## src/rtl/ram_byte_loader.sv

```systemverilog
`default_nettype none
// ============================================================================
// Module   : ram_byte_loader
// Purpose  : Wishbone master that fills a byte-enabled 32-bit RAM from an
//            8-bit valid/ready byte stream. Each accepted byte is written to
//            the next byte address using a one-hot o_wb_sel lane, at one byte
//            per cycle.
// Ports    : i_wb_clk, i_rst_n (async, active-low)
//            i_start, i_base_adr, i_len        - load request
//            i_byte_data/valid, o_byte_ready   - byte stream
//            o_wb_adr/dat/sel/we/cyc, i_wb_rdt - RAM bus
//            o_busy, o_done, o_err             - status
// Config   : RAM_LOADER_VERIFY_EN - when defined, the loaded range is read
//            back after the load and o_err flags a checksum mismatch.
// Revision : 1.0 - initial release
// ============================================================================
module ram_byte_loader #(
    parameter int DEPTH = 256,
    parameter int AW    = $clog2(DEPTH)
) (
    input  logic          i_wb_clk,
    input  logic          i_rst_n,
    input  logic          i_start,
    input  logic [AW-1:0] i_base_adr,
    input  logic [AW:0]   i_len,
    input  logic [7:0]    i_byte_data,
    input  logic          i_byte_valid,
    output logic          o_byte_ready,
    output logic [AW-1:0] o_wb_adr,
    output logic [31:0]   o_wb_dat,
    output logic [3:0]    o_wb_sel,
    output logic          o_wb_we,
    output logic          o_wb_cyc,
    input  logic [31:0]   i_wb_rdt,
    output logic          o_busy,
    output logic          o_done,
    output logic          o_err
);

    typedef enum logic [1:0] {
        S_IDLE   = 2'd0,
        S_LOAD   = 2'd1,
        S_VERIFY = 2'd2,
        S_DONE   = 2'd3
    } state_t;

    state_t        r_state;
    state_t        w_state_next;

    logic [AW-1:0] r_base;
    logic [AW:0]   r_len;
    logic [AW:0]   r_wcnt;
    logic [15:0]   r_wsum;

    logic          w_start_acc;
    logic          w_hs;
    logic [AW-1:0] w_wadr;

    assign w_start_acc  = (r_state == S_IDLE) && i_start;
    // Ready depends on registers only, so the upstream valid never loops back.
    assign o_byte_ready = (r_state == S_LOAD) && (r_wcnt < r_len);
    assign w_hs         = o_byte_ready && i_byte_valid;
    // AW-bit addition wraps naturally modulo DEPTH.
    assign w_wadr       = r_base + r_wcnt[AW-1:0];

    assign o_busy = (r_state != S_IDLE);
    assign o_done = (r_state == S_DONE);

`ifdef RAM_LOADER_VERIFY_EN
    logic [AW:0]   r_rcnt;
    logic [15:0]   r_rsum;
    logic          r_p1_v;
    logic [1:0]    r_p1_lane;
    logic          r_p2_v;
    logic [1:0]    r_p2_lane;
    logic          r_err;
    logic          w_rd_req;
    logic          w_last_ret;
    logic [AW-1:0] w_radr;
    logic [7:0]    w_rdt_byte;
    logic [15:0]   w_rsum_next;

    assign w_rd_req   = (r_state == S_VERIFY) && (r_rcnt < r_len);
    assign w_radr     = r_base + r_rcnt[AW-1:0];
    // Final return: every read issued, the last request has moved to stage 2
    // and nothing younger is behind it.
    assign w_last_ret = (r_state == S_VERIFY) && (r_rcnt == r_len) && r_p2_v && !r_p1_v;

    always_comb begin
        w_rdt_byte = i_wb_rdt[7:0];
        case (r_p2_lane)
            2'd0: w_rdt_byte = i_wb_rdt[7:0];
            2'd1: w_rdt_byte = i_wb_rdt[15:8];
            2'd2: w_rdt_byte = i_wb_rdt[23:16];
            2'd3: w_rdt_byte = i_wb_rdt[31:24];
            default: w_rdt_byte = i_wb_rdt[7:0];
        endcase
    end

    assign w_rsum_next = r_rsum + {8'h00, w_rdt_byte};
    assign o_err       = r_err;
`else
    logic w_unused_rdt;
    assign w_unused_rdt = ^i_wb_rdt;
    assign o_err        = 1'b0;
`endif

    // ------------------------------------------------------------------
    // State register
    // ------------------------------------------------------------------
    always_ff @(posedge i_wb_clk or negedge i_rst_n) begin
        if (!i_rst_n) begin
            r_state <= S_IDLE;
        end else begin
            r_state <= w_state_next;
        end
    end

    // ------------------------------------------------------------------
    // Next-state logic
    // ------------------------------------------------------------------
    always_comb begin
        w_state_next = r_state;
        case (r_state)
            S_IDLE: begin
                if (i_start) begin
                    w_state_next = (i_len == '0) ? S_DONE : S_LOAD;
                end
            end
            S_LOAD: begin
                // Final byte is already on the bus; it is written at this edge.
                if (r_wcnt == r_len) begin
`ifdef RAM_LOADER_VERIFY_EN
                    w_state_next = S_VERIFY;
`else
                    w_state_next = S_DONE;
`endif
                end
            end
            S_VERIFY: begin
`ifdef RAM_LOADER_VERIFY_EN
                if (w_last_ret) begin
                    w_state_next = S_DONE;
                end
`else
                w_state_next = S_IDLE;
`endif
            end
            S_DONE: begin
                w_state_next = S_IDLE;
            end
            default: begin
                w_state_next = S_IDLE;
            end
        endcase
    end

    // ------------------------------------------------------------------
    // Datapath and registered bus outputs
    // ------------------------------------------------------------------
    always_ff @(posedge i_wb_clk or negedge i_rst_n) begin
        if (!i_rst_n) begin
            r_base   <= '0;
            r_len    <= '0;
            r_wcnt   <= '0;
            r_wsum   <= '0;
            o_wb_adr <= '0;
            o_wb_dat <= '0;
            o_wb_sel <= '0;
            o_wb_we  <= 1'b0;
            o_wb_cyc <= 1'b0;
        end else begin
            // Strobes are single-cycle unless re-armed below.
            o_wb_sel <= '0;
            o_wb_we  <= 1'b0;
            o_wb_cyc <= 1'b0;

            if (w_start_acc) begin
                r_base <= i_base_adr;
                r_len  <= i_len;
                r_wcnt <= '0;
                r_wsum <= '0;
            end

            if (w_hs) begin
                o_wb_adr <= w_wadr;
                o_wb_dat <= {4{i_byte_data}};
                o_wb_sel <= 4'b0001 << w_wadr[1:0];
                o_wb_we  <= 1'b1;
                o_wb_cyc <= 1'b1;
                r_wcnt   <= r_wcnt + {{AW{1'b0}}, 1'b1};
                r_wsum   <= r_wsum + {8'h00, i_byte_data};
            end

`ifdef RAM_LOADER_VERIFY_EN
            if (w_rd_req) begin
                o_wb_adr <= w_radr;
                o_wb_sel <= 4'hF;
                o_wb_we  <= 1'b0;
                o_wb_cyc <= 1'b1;
            end
`endif
        end
    end

`ifdef RAM_LOADER_VERIFY_EN
    // ------------------------------------------------------------------
    // Read-back pipeline: stage 1 is the registered request, stage 2 lines
    // up with the RAM's registered read data.
    // ------------------------------------------------------------------
    always_ff @(posedge i_wb_clk or negedge i_rst_n) begin
        if (!i_rst_n) begin
            r_rcnt    <= '0;
            r_rsum    <= '0;
            r_p1_v    <= 1'b0;
            r_p1_lane <= 2'd0;
            r_p2_v    <= 1'b0;
            r_p2_lane <= 2'd0;
            r_err     <= 1'b0;
        end else if (w_start_acc) begin
            r_rcnt    <= '0;
            r_rsum    <= '0;
            r_p1_v    <= 1'b0;
            r_p2_v    <= 1'b0;
            r_err     <= 1'b0;
        end else begin
            r_p1_v    <= w_rd_req;
            r_p1_lane <= w_radr[1:0];
            r_p2_v    <= r_p1_v;
            r_p2_lane <= r_p1_lane;
            if (w_rd_req) begin
                r_rcnt <= r_rcnt + {{AW{1'b0}}, 1'b1};
            end
            if (r_p2_v) begin
                r_rsum <= w_rsum_next;
            end
            // Compare against the sum that includes the final returned byte.
            if (w_last_ret) begin
                r_err <= (w_rsum_next != r_wsum);
            end
        end
    end
`endif

endmodule
`default_nettype wire

```

## config.mk

```make
export PLATFORM = sky130hd
export DESIGN_NAME = ram_byte_loader
export DESIGN_NICKNAME = d
export VERILOG_FILES = /design/src/rtl/ram_byte_loader.sv
export SDC_FILE = /design/constraint.sdc
export NUM_CORES = 1
export LEC_CHECK = 0
export BUFFER_PORTS_ARGS = -buffer_cell sky130_fd_sc_hd__buf_2
export CAP_MARGIN = 20
export CORE_MARGIN = 4
export CORE_UTILIZATION = 35
export DETAILED_ROUTE_END_ITERATION = 16
export GPL_TIMING_DRIVEN = 0
export PLACE_DENSITY = 0.65
export SLEW_MARGIN = 20
export SYNTH_ARGS = -nofsm -noshare
export SYNTH_HDL_FRONTEND = slang
export SYNTH_SLANG_ARGS = --single-unit
export TNS_END_PERCENT = 50
```

## constraint.sdc

```tcl
create_clock -name i_wb_clk -period 4.93 [get_ports i_wb_clk]
set_input_delay 0.2465 -clock i_wb_clk [delete_from_list [all_inputs] [get_ports i_wb_clk]]
set_output_delay 0.2465 -clock i_wb_clk [all_outputs]
set_load 0.03 [all_outputs]
```

## Word-level counts from Yosys, hierarchy flattened

Index checks and enable logic that the tools add are counted.

- Bits in registers: 73
- Bits of input ports: 61

- Add/subtract/negate cells: 2
- $lt $le $gt $ge: 1
- Equality and inequality tests: 6
- Shift-type cells: 1
- Mux-type cells: 8
- Reduce and logical (&&, ||, !) cells: 9

Operator list:

| operator | count |
|---|---|
| two-way mux 9 bit | 2 |
| adder 9 x 1 -> 9 bit (second input constant) | 1 |
| == test 9 bit | 1 |
| zero test 9 bit | 1 |
| less-than comparator 9 bit | 1 |
| adder 8 bit | 1 |
| two-way mux 2 bit | 3 |
| case mux 2 bit (3 select lines) | 1 |
| == test 2 bit (second input constant) | 2 |
| two-way mux 4 bit | 1 |
| nonzero test 2 bit | 2 |
| left shift 1 x 2 -> 4 bit (first input constant) | 1 |
| logical AND 1 bit | 3 |
| == test 2 x 1 -> 1 bit (second input constant) | 1 |
| zero test 2 bit | 1 |
| inequality test 2 x 1 -> 1 bit (second input constant) | 1 |
| inequality test 2 bit (second input constant) | 1 |
| AND reduction 2 bit | 1 |
| OR reduction 2 bit | 1 |
| two-way mux 1 bit | 1 |

## Depth between registers and ports, before layout

Gate-level depths: netlist of the first run.

- Depth in word-level cells: 4
- Mapped depth: 9
- Depth with buffers taken out: 8

## Least setup slack after synthesis of the first run

OpenSTA, ideal clock, no wires.

- Kind: reg-to-reg
- Start: reg r_wcnt[6]
- End: reg o_wb_dat[25]
- Library setup time: 125 ps
- Arrival: 2128 ps
- Path slack: 2676 ps
- Stages on the path, launching flop included: 9
- Period minus slack after synthesis: 2254 ps
- Cell sequence: dfrtp_1 ha_1 a21o_1 a21o_1 a2111oi_4 nand3_4 inv_6 buf_12 mux2_4

- Longest elaborated chain between the ends: 3

Ends and longest elaborated chain:

| item | line | RTL |
|---|---|---|
| from (decl) | 52 | `logic [AW:0] r_wcnt;` |
| from (signal assigned) | 191 | `r_wcnt <= r_wcnt + {{AW{1'b0}}, 1'b1};` |
| less-than comparator 9 bit | 61 | `assign o_byte_ready = (r_state == S_LOAD) && (r_wcnt < r_len);` |
| logical AND 1 bit | 61 |  |
| logical AND 1 bit | 62 | `assign w_hs = o_byte_ready && i_byte_valid;` |
| named net w_hs | 56 | `logic w_hs;` |
| to (signal assigned) | 187 | `o_wb_dat <= {4{i_byte_data}};` |
| to (decl) | 30 | `output logic [31:0] o_wb_dat,` |

The timed path passes the listed nets, and every way through them passes these cells.
A chain may end at the register's enable or synchronous reset.

## Final worst setup path of the first run

- Start: reg r_wcnt[6]
- End: out o_byte_ready

- Longest elaborated chain between the ends: 2

Ends and longest elaborated chain:

| item | line | RTL |
|---|---|---|
| less-than comparator 9 bit | 61 |  |
| logical AND 1 bit | 61 |  |
| to (decl) | 28 | `output logic o_byte_ready,` |

Every way passes these cells.

==> metrics.txt, run 1 <==
Most common cell on crit path=a21o_1; P&R area growth vs syn=23.1%; Starting DRT DRC Count=49; H-tree levels=2; first-pass GRT wire length=9.22 mm; largest net degree at the start of global routing=50; Post-synth ARST share=100%; period utilisation layout=between 50% and 60%; Syn. warnings=0; Worst-path clk slew=~0.090 ns; post-CTS sizing=0; fin util=45.1%; # rows=31; Residual DRC=0; Syn Inst Count=257; Crit Path Max Fanout=5; hpwl dp=4.30 mm; Post-synth top cells=49 x dfrtp_1, 49 x nand2_1, 26 x buf_4, 17 x ha_1, 13 x inv_1; cell area after placement=3220 sq um; Die Area=9230 sq um; Sw Ratio=43.5%; WL per Instance=between 10 and 15 um; Tmin final=2.55 ns; internal power=between 0.001 and 0.0015 W; postcts setup bufs=0; max-slew violations=0; FMAX=392 MHz; Critical path buffers and inverters=1; CP arrival=roughly 2.3 ns; IO Pins=111; Port Buffers=77; antenna violations before repair=0; initial core utilization=36.6%; worst setup margin=2.38 ns; Via Count=1994; Logic pwr share=56.3%; Syn Std Cell Area=2710 sq um; Final Hold Fails=49; Placer Congestion=0.769; share of the synthesized area in the top cell type=a little under half; synthesized flop and latch total=49; Worst slew margin=57.0%; P_leak=1.77 nW; layout cells sized above 1=37.4%; Core Footprint=about 7400 sq um; Worst Clk Skew=0.00455 ns; CP Launch Type=register; largest cells by area after synthesis=dfrtp_1 45%, ha_1 7.8%, buf_4 7.2%, nand2_1 6.8%, mux2i_1 3.3%; crit-path leading delay family=compound AO/OA/AOI/OAI gates; P per Cell Area=686 nW/um^2; CTS Hold Bufs=0; Tightest Pin Transition=0.637 ns; final setup TNS=0 ns; number of global-route vias before repair=1960; Root Driver=clkbuf_8; drt first pass iters=4; total gr overflow=0; Max Cap Violations=0; unrepaired setup endpoints after global routing=no; die width=96.1 um; diode count=0; IR drop worst, VDD=164 uV; Sink Count=49; CTS max path bufs=2; Setup violations, final=0; outcome=complete, but fails checks; Worst path max stage delay=0.47 ns; Die Ht=96.1 um; GRT Total Usage=12.9%; register area share after synthesis=between 40% and 50%; Final Instance Area=~3300 sq um; footprint of the multi-input gates=about 1200 sq um; syn_nets=~340; Worst setup EP type=output pin; Total Power=between 0.002 and 0.0025 W; Antenna Nets Post-Route=0; WHS=-0.0506 ns; area leader, netlist=dfrtp_1; DR vias/cell=4.52; Clock power frac=12.9%; Reg area=1230 sq um; Min-Delay Path Class=in2async; DP Worst Slack=2.44 ns; filler instances=713; Post-synth EDFFs=0; TritonCTS clock tree=built; Sequential Power Share=30.7%; CP required=4.68 ns; Mean Syn Cell Area=about 11 sq um; Most used DFF post-synth=dfrtp_1; Inserted Clock Buffers=5; layout net count=420; critical path type=reg2out; Skew-Pair Late Insertion Delay=0.30 ns; worst-path cell chain=ha_1 -> a21o_1 -> a21o_1 -> a2111oi_4 -> and2_1 -> buf_2; slowest CP cell=a2111oi_4; Total Wirelength=5.64 mm; Synth cell types=37; Psw=0.000998 W; failing checks=hold timing
==> flip-flops by register name (all words and copies together) (netlist names) <==
name / flops
o_wb_adr: 8
r_base: 8
o_wb_sel: 4
r_state: 2
o_wb_cyc: 1
r_wcnt: 9
r_len: 9
o_wb_dat: 8
==> worst register-to-register path, delay by kind of cell, from the launching register on <==
kind            cells  cell delay (ns)
compound gates      3             0.84
flops               1             0.45
fa+ha+maj           1             0.32
buf+inv             2             0.30
mux                 1             0.30
simple gates        1             0.18
==> worst paths after layout <==
kind / slack (ns) / start / end / depth (start not counted)
max: 2.38 / r_wcnt[6]$_DFFE_PN0P_ / o_byte_ready / 6
min: -0.05 / i_rst_n / r_len[4]$_DFFE_PN0P_ / 1
max reg2reg: 2.42 / r_wcnt[6]$_DFFE_PN0P_ / o_wb_dat[29]$_DFFE_PN0P_ / 8
min reg2reg: 0.48 / r_state[1]$_DFFE_PN0P_ / r_state[0]$_DFFE_PN0P_ / 1
max in group asynchronous: 4.57 / i_rst_n / o_wb_adr[3]$_DFFE_PN0P_ / 1
min in group i_wb_clk: 0.13 / i_base_adr[3] / r_base[3]$_DFFE_PN0P_ / 3
==> cell families after synthesis <==
logic type | share of synthesized area (%)
AO/OA/AOI/OAI | 6.09
XOR/XNOR | 4.52
adder cells (fa/ha/maj) | 8.58
buffers and inverters | 11.0
flip-flops | 45.2
multiplexers | 10.8
other | 0.138
AND/OR/NAND/NOR | 13.7
==> routing by layer <==
layer	vias up	track usage, %	share of wire (%)
li1	999	-	-
met1	919	15.3	42
met2	66	22.4	47
met3	10	3.05	8.5
met4	0	4.86	1.9
met5	-	0	0
==> cell usage in the layout, fill, tap and decap left out, types with 7 or more instances in the layout <==
cell type  netlist  final
buf_2            0     76
mux2_2           7      7
buf_4           26     27
dfrtp_1         49     49
mux2i_1          9      9
nand2_1         49     49
xor2_1           8      8
ha_1            17     17
o21ai_0         10     10
inv_1           13     13
==> power groups by stage <==
stage	combinational (W)	clock, W	sequential (W)
after floorplan	0.000881	0	0.000817
after global routing	0.00143	0.000325	0.000728
final	0.00129	0.000296	0.000705
after global placement	0.00127	0	0.000709
after detailed placement	0.00130	0	0.000717
after CTS	0.00131	0.000309	0.000708
==> stage by stage <==
stage	cells	hold slack, ns
finish	441	-0.0506
global route	441	0.00657
CTS	441	0.125
detailed placement	433	0.445
global placement	433	0.441
floorplan	257	-0.0491
==> layout make-up <==
cell class                      count  area share [%]
Buffer                             32            7.23
Clock buffer                        7            2.58
Clock inverter                      1           0.899
Inverter                           14            1.72
Multi-Input combinational cell    162            35.6
Sequential cell                    49            36.7
Tap cell                           99            3.71
Timing Repair Buffer               77            11.6
No activity file was read; power rests on OpenSTA's default activity.
==> run 2: changes to the inputs <==
--- a/config.mk
+++ b/config.mk
@@ -5,6 +5,7 @@
 export SDC_FILE = /design/constraint.sdc
 export NUM_CORES = 1
 export LEC_CHECK = 0
+export ABC_AREA = 1
 export BUFFER_PORTS_ARGS = -buffer_cell sky130_fd_sc_hd__buf_2
 export CAP_MARGIN = 20
 export CORE_MARGIN = 4
==> constraint.sdc (replaced) <==
create_clock -name i_wb_clk -period 2.5 [get_ports i_wb_clk]
set_input_delay 0.125 -clock i_wb_clk [delete_from_list [all_inputs] [get_ports i_wb_clk]]
set_output_delay 0.125 -clock i_wb_clk [all_outputs]
set_load 0.03 [all_outputs]
==> run 2 against run 1 <==
Net effect: the flow now finishes without violations; register-to-register slack got worse by 1.7 ns; count of clock-buffer cells in the layout fell by 1; sequential power rose by 38%; first-iteration DRC count rose by 22%; clock skew rose by 0.010 ns; critical endpoint unchanged; largest cell class unchanged; highest routed layer unchanged.
==> metrics.txt, run 2 <==
outcome=complete, no violations; Placer Congestion=0.828; Worst Clk Skew=0.0150 ns; Core Footprint=7850 sq um; Most common cell on crit path=nand2_1; Mean Syn Cell Area=8.31 sq um; CP required=~2.4 ns; Worst setup EP type=output pin; total gr overflow=0; Worst-path clk slew=0.09 ns; unrepaired setup endpoints after global routing=no; Syn Inst Count=346; CTS max path bufs=2; TritonCTS clock tree=built; antenna violations before repair=0; max-slew violations=0; area leader, netlist=dfrtp_1; Final Instance Area=3550 sq um; Tmin final=roughly 2.1 ns; DR vias/cell=4.58; Worst path max stage delay=0.46 ns; Antenna Nets Post-Route=0; Sink Count=49; hpwl dp=4.94 mm; H-tree levels=2; GRT Total Usage=between 10% and 20%; Max Cap Violations=0; IO Pins=about 110; hold depth=3; initial core utilization=36.6%; CTS Hold Bufs=4; Die Ht=roughly 100 um; P&R area growth vs syn=23.4%; # rows=32; commonest cells after routing, fill and taps aside=101 x nand2_1, 78 x buf_2, 49 x dfrtp_1; critical path type=reg2out; CP arrival=approximately 2 ns; Total Wirelength=around 6.4 mm; Min-Delay Path Class=in2reg; Setup violations, final=0; P per Cell Area=644 nW/um^2; WL per Instance=about 12 um; WHS=0.00756 ns; worst reg-to-reg setup slack=0.70 ns; CP Launch Type=register; Starting DRT DRC Count=60; register area share after synthesis=42.7%; largest cells by area after synthesis=dfrtp_1 43%, nand2_1 13%, ha_1 7.4%, buf_4 7.1%, inv_1 5.6%; hold endpoint=o_wb_dat[25]$_DFFE_PN0P_; synthesized flop and latch total=49; share of the synthesized area in the top cell type=between 40% and 50%; Worst slew margin=around 60%; Syn. warnings=0; post-CTS sizing=0; layout cells sized above 1=29.9%; Skew-Pair Late Insertion Delay=0.31 ns; Crit Path Max Fanout=10; diode count=0; die width=98.6 um; Post-synth ARST share=100%; top-count cell post-synth=nand2_1; slowest CP cell=dfrtp_1; RR Startpoint=r_wcnt[7]$_DFFE_PN0P_; Inserted Clock Buffers=5; IR drop worst, VDD=280 uV; Post-synth EDFFs=0; Largest regs=r_len (9), r_wcnt (9); syn_nets=around 430; cell area after placement=3380 sq um; Residual DRC=0; Hold Path Origin=i_byte_data[1]; Final Hold Fails=0; postcts setup bufs=0; Port Buffers=76; Most used DFF post-synth=dfrtp_1; worst-path cell chain=ha_1 -> nand2_1 -> nand2_1 -> nand2_1 -> nand2_1 -> nand2_1 -> nand2_1 -> nor2_4 -> buf_2; drt first pass iters=4; Die Area=9720 sq um; layout net count=513; Syn Std Cell Area=between 2000 and 3000 sq um; Synth cell types=28; Root Driver=clkbuf_8; commonest non-fill, non-tap cell in the layout=nand2_1; reg2reg end=o_wb_dat[26]$_DFFE_PN0P_; reg2reg path depth=9; number of global-route vias before repair=2397; first-pass GRT wire length=11.0 mm; FMAX=around 470 MHz; period utilisation layout=85.2%; final setup TNS=0 ns; Tightest Pin Transition=0.618 ns; crit-path leading delay family=simple AND/OR/NAND/NOR gates; Via Count=~2500; largest net degree at the start of global routing=50; Critical path buffers and inverters=1; P_leak=approximately 2.1 nW; Post-synth top cells=101 x nand2_1, 49 x dfrtp_1, 43 x inv_1, 27 x buf_4, 27 x nand3_1
-- run 2: changes by cell type in the layout (fill, tap and decap cells not counted), moves of 4 or more --
cell	before	now
dlygate4sd3_1	0	5
inv_1	13	43
nand3_1	5	27
nand2_1	49	101
o21ai_1	0	5
mux2_4	6	0
nor2_1	6	13
mux2i_1	9	0
nand3b_1	0	5
xor2_1	8	4
-- run 2: layout make-up --
| class | count | area (sq um) |
|---|---|---|
| sequential | 49 | 1230 |
| clock buffer | 6 | 72.6 |
| buffer | 35 | 259 |
| inverter | 45 | 170 |
| tap | 102 | 128 |
| fill | 781 | 4300 |
| multi-input combinational | 217 | 1220 |
| clock inverter | 2 | 38.8 |
| timing repair buffer | 81 | 433 |
-- run 2: per-stage QoR --
step	util [%]	std cells	total power [W]	setup WS (ns)
3_3_place_gp	43.1	524	0.00170	0.734
4_1_cts	45.0	536	0.00232	0.338
3_5_place_dp	43.1	524	0.00172	0.692
2_1_floorplan	-	346	0.00151	0.890
5_1_grt	45.2	537	0.00245	0.222
6_report	45.2	537	0.00228	0.371
-- run 2: worst reg2reg max path: cells and delay by family (launching register included) --
| family | cells | cell delay, ns |
|---|---|---|
| AND/OR/NAND/NOR | 6 | 0.70 |
| flip-flops | 1 | 0.47 |
| adder cells (fa/ha/maj) | 1 | 0.32 |
| buffers and inverters | 2 | 0.21 |
-- run 2: cell families (layout without fill, tap and decap cells) --
family | after synthesis | count (layout) | share of synthesized area (%)
AO/OA/AOI/OAI | 22 | 22 | 3.92
XOR/XNOR | 9 | 9 | 2.74
multiplexers | 9 | 9 | 3.53
AND/OR/NAND/NOR | 158 | 158 | 24.0
other | 1 | 1 | 0.130
buffers and inverters | 80 | 169 | 14.9
flip-flops | 49 | 49 | 42.7
adder cells (fa/ha/maj) | 18 | 18 | 8.10
-- run 2: worst max path at each step --
stage,startpoint,end,slack (ns),depth (start not counted)
after floorplan,r_wcnt[2]$_DFFE_PN0P_,r_wcnt[6]$_DFFE_PN0P_,0.89,10
after global routing,r_len[4]$_DFFE_PN0P_,o_byte_ready,0.22,10
after CTS,r_wcnt[7]$_DFFE_PN0P_,o_byte_ready,0.34,7
after detailed placement,r_wcnt[2]$_DFFE_PN0P_,o_byte_ready,0.69,9
final,r_wcnt[2]$_DFFE_PN0P_,o_byte_ready,0.37,9
after global placement,r_wcnt[7]$_DFFE_PN0P_,r_wcnt[8]$_DFFE_PN0P_,0.73,8
-- run 2: per-layer routing --
metal | track usage, % | vias up | routed length (um)
li1 | - | 1239 | -
met1 | 16.9 | 1123 | 2800
met2 | 23.5 | 85 | 3010
met3 | 3.54 | 11 | 496
met4 | 5.04 | 0 | 113
met5 | 0 | - | 0
-- run 2: report_power, final --
part | switching, W | internal [W] | total [W]
clock network | 0.000277 | 0.000301 | 0.000578
logic | 0.000451 | 0.000286 | 0.000736
registers | 0.0000939 | 0.000877 | 0.000971
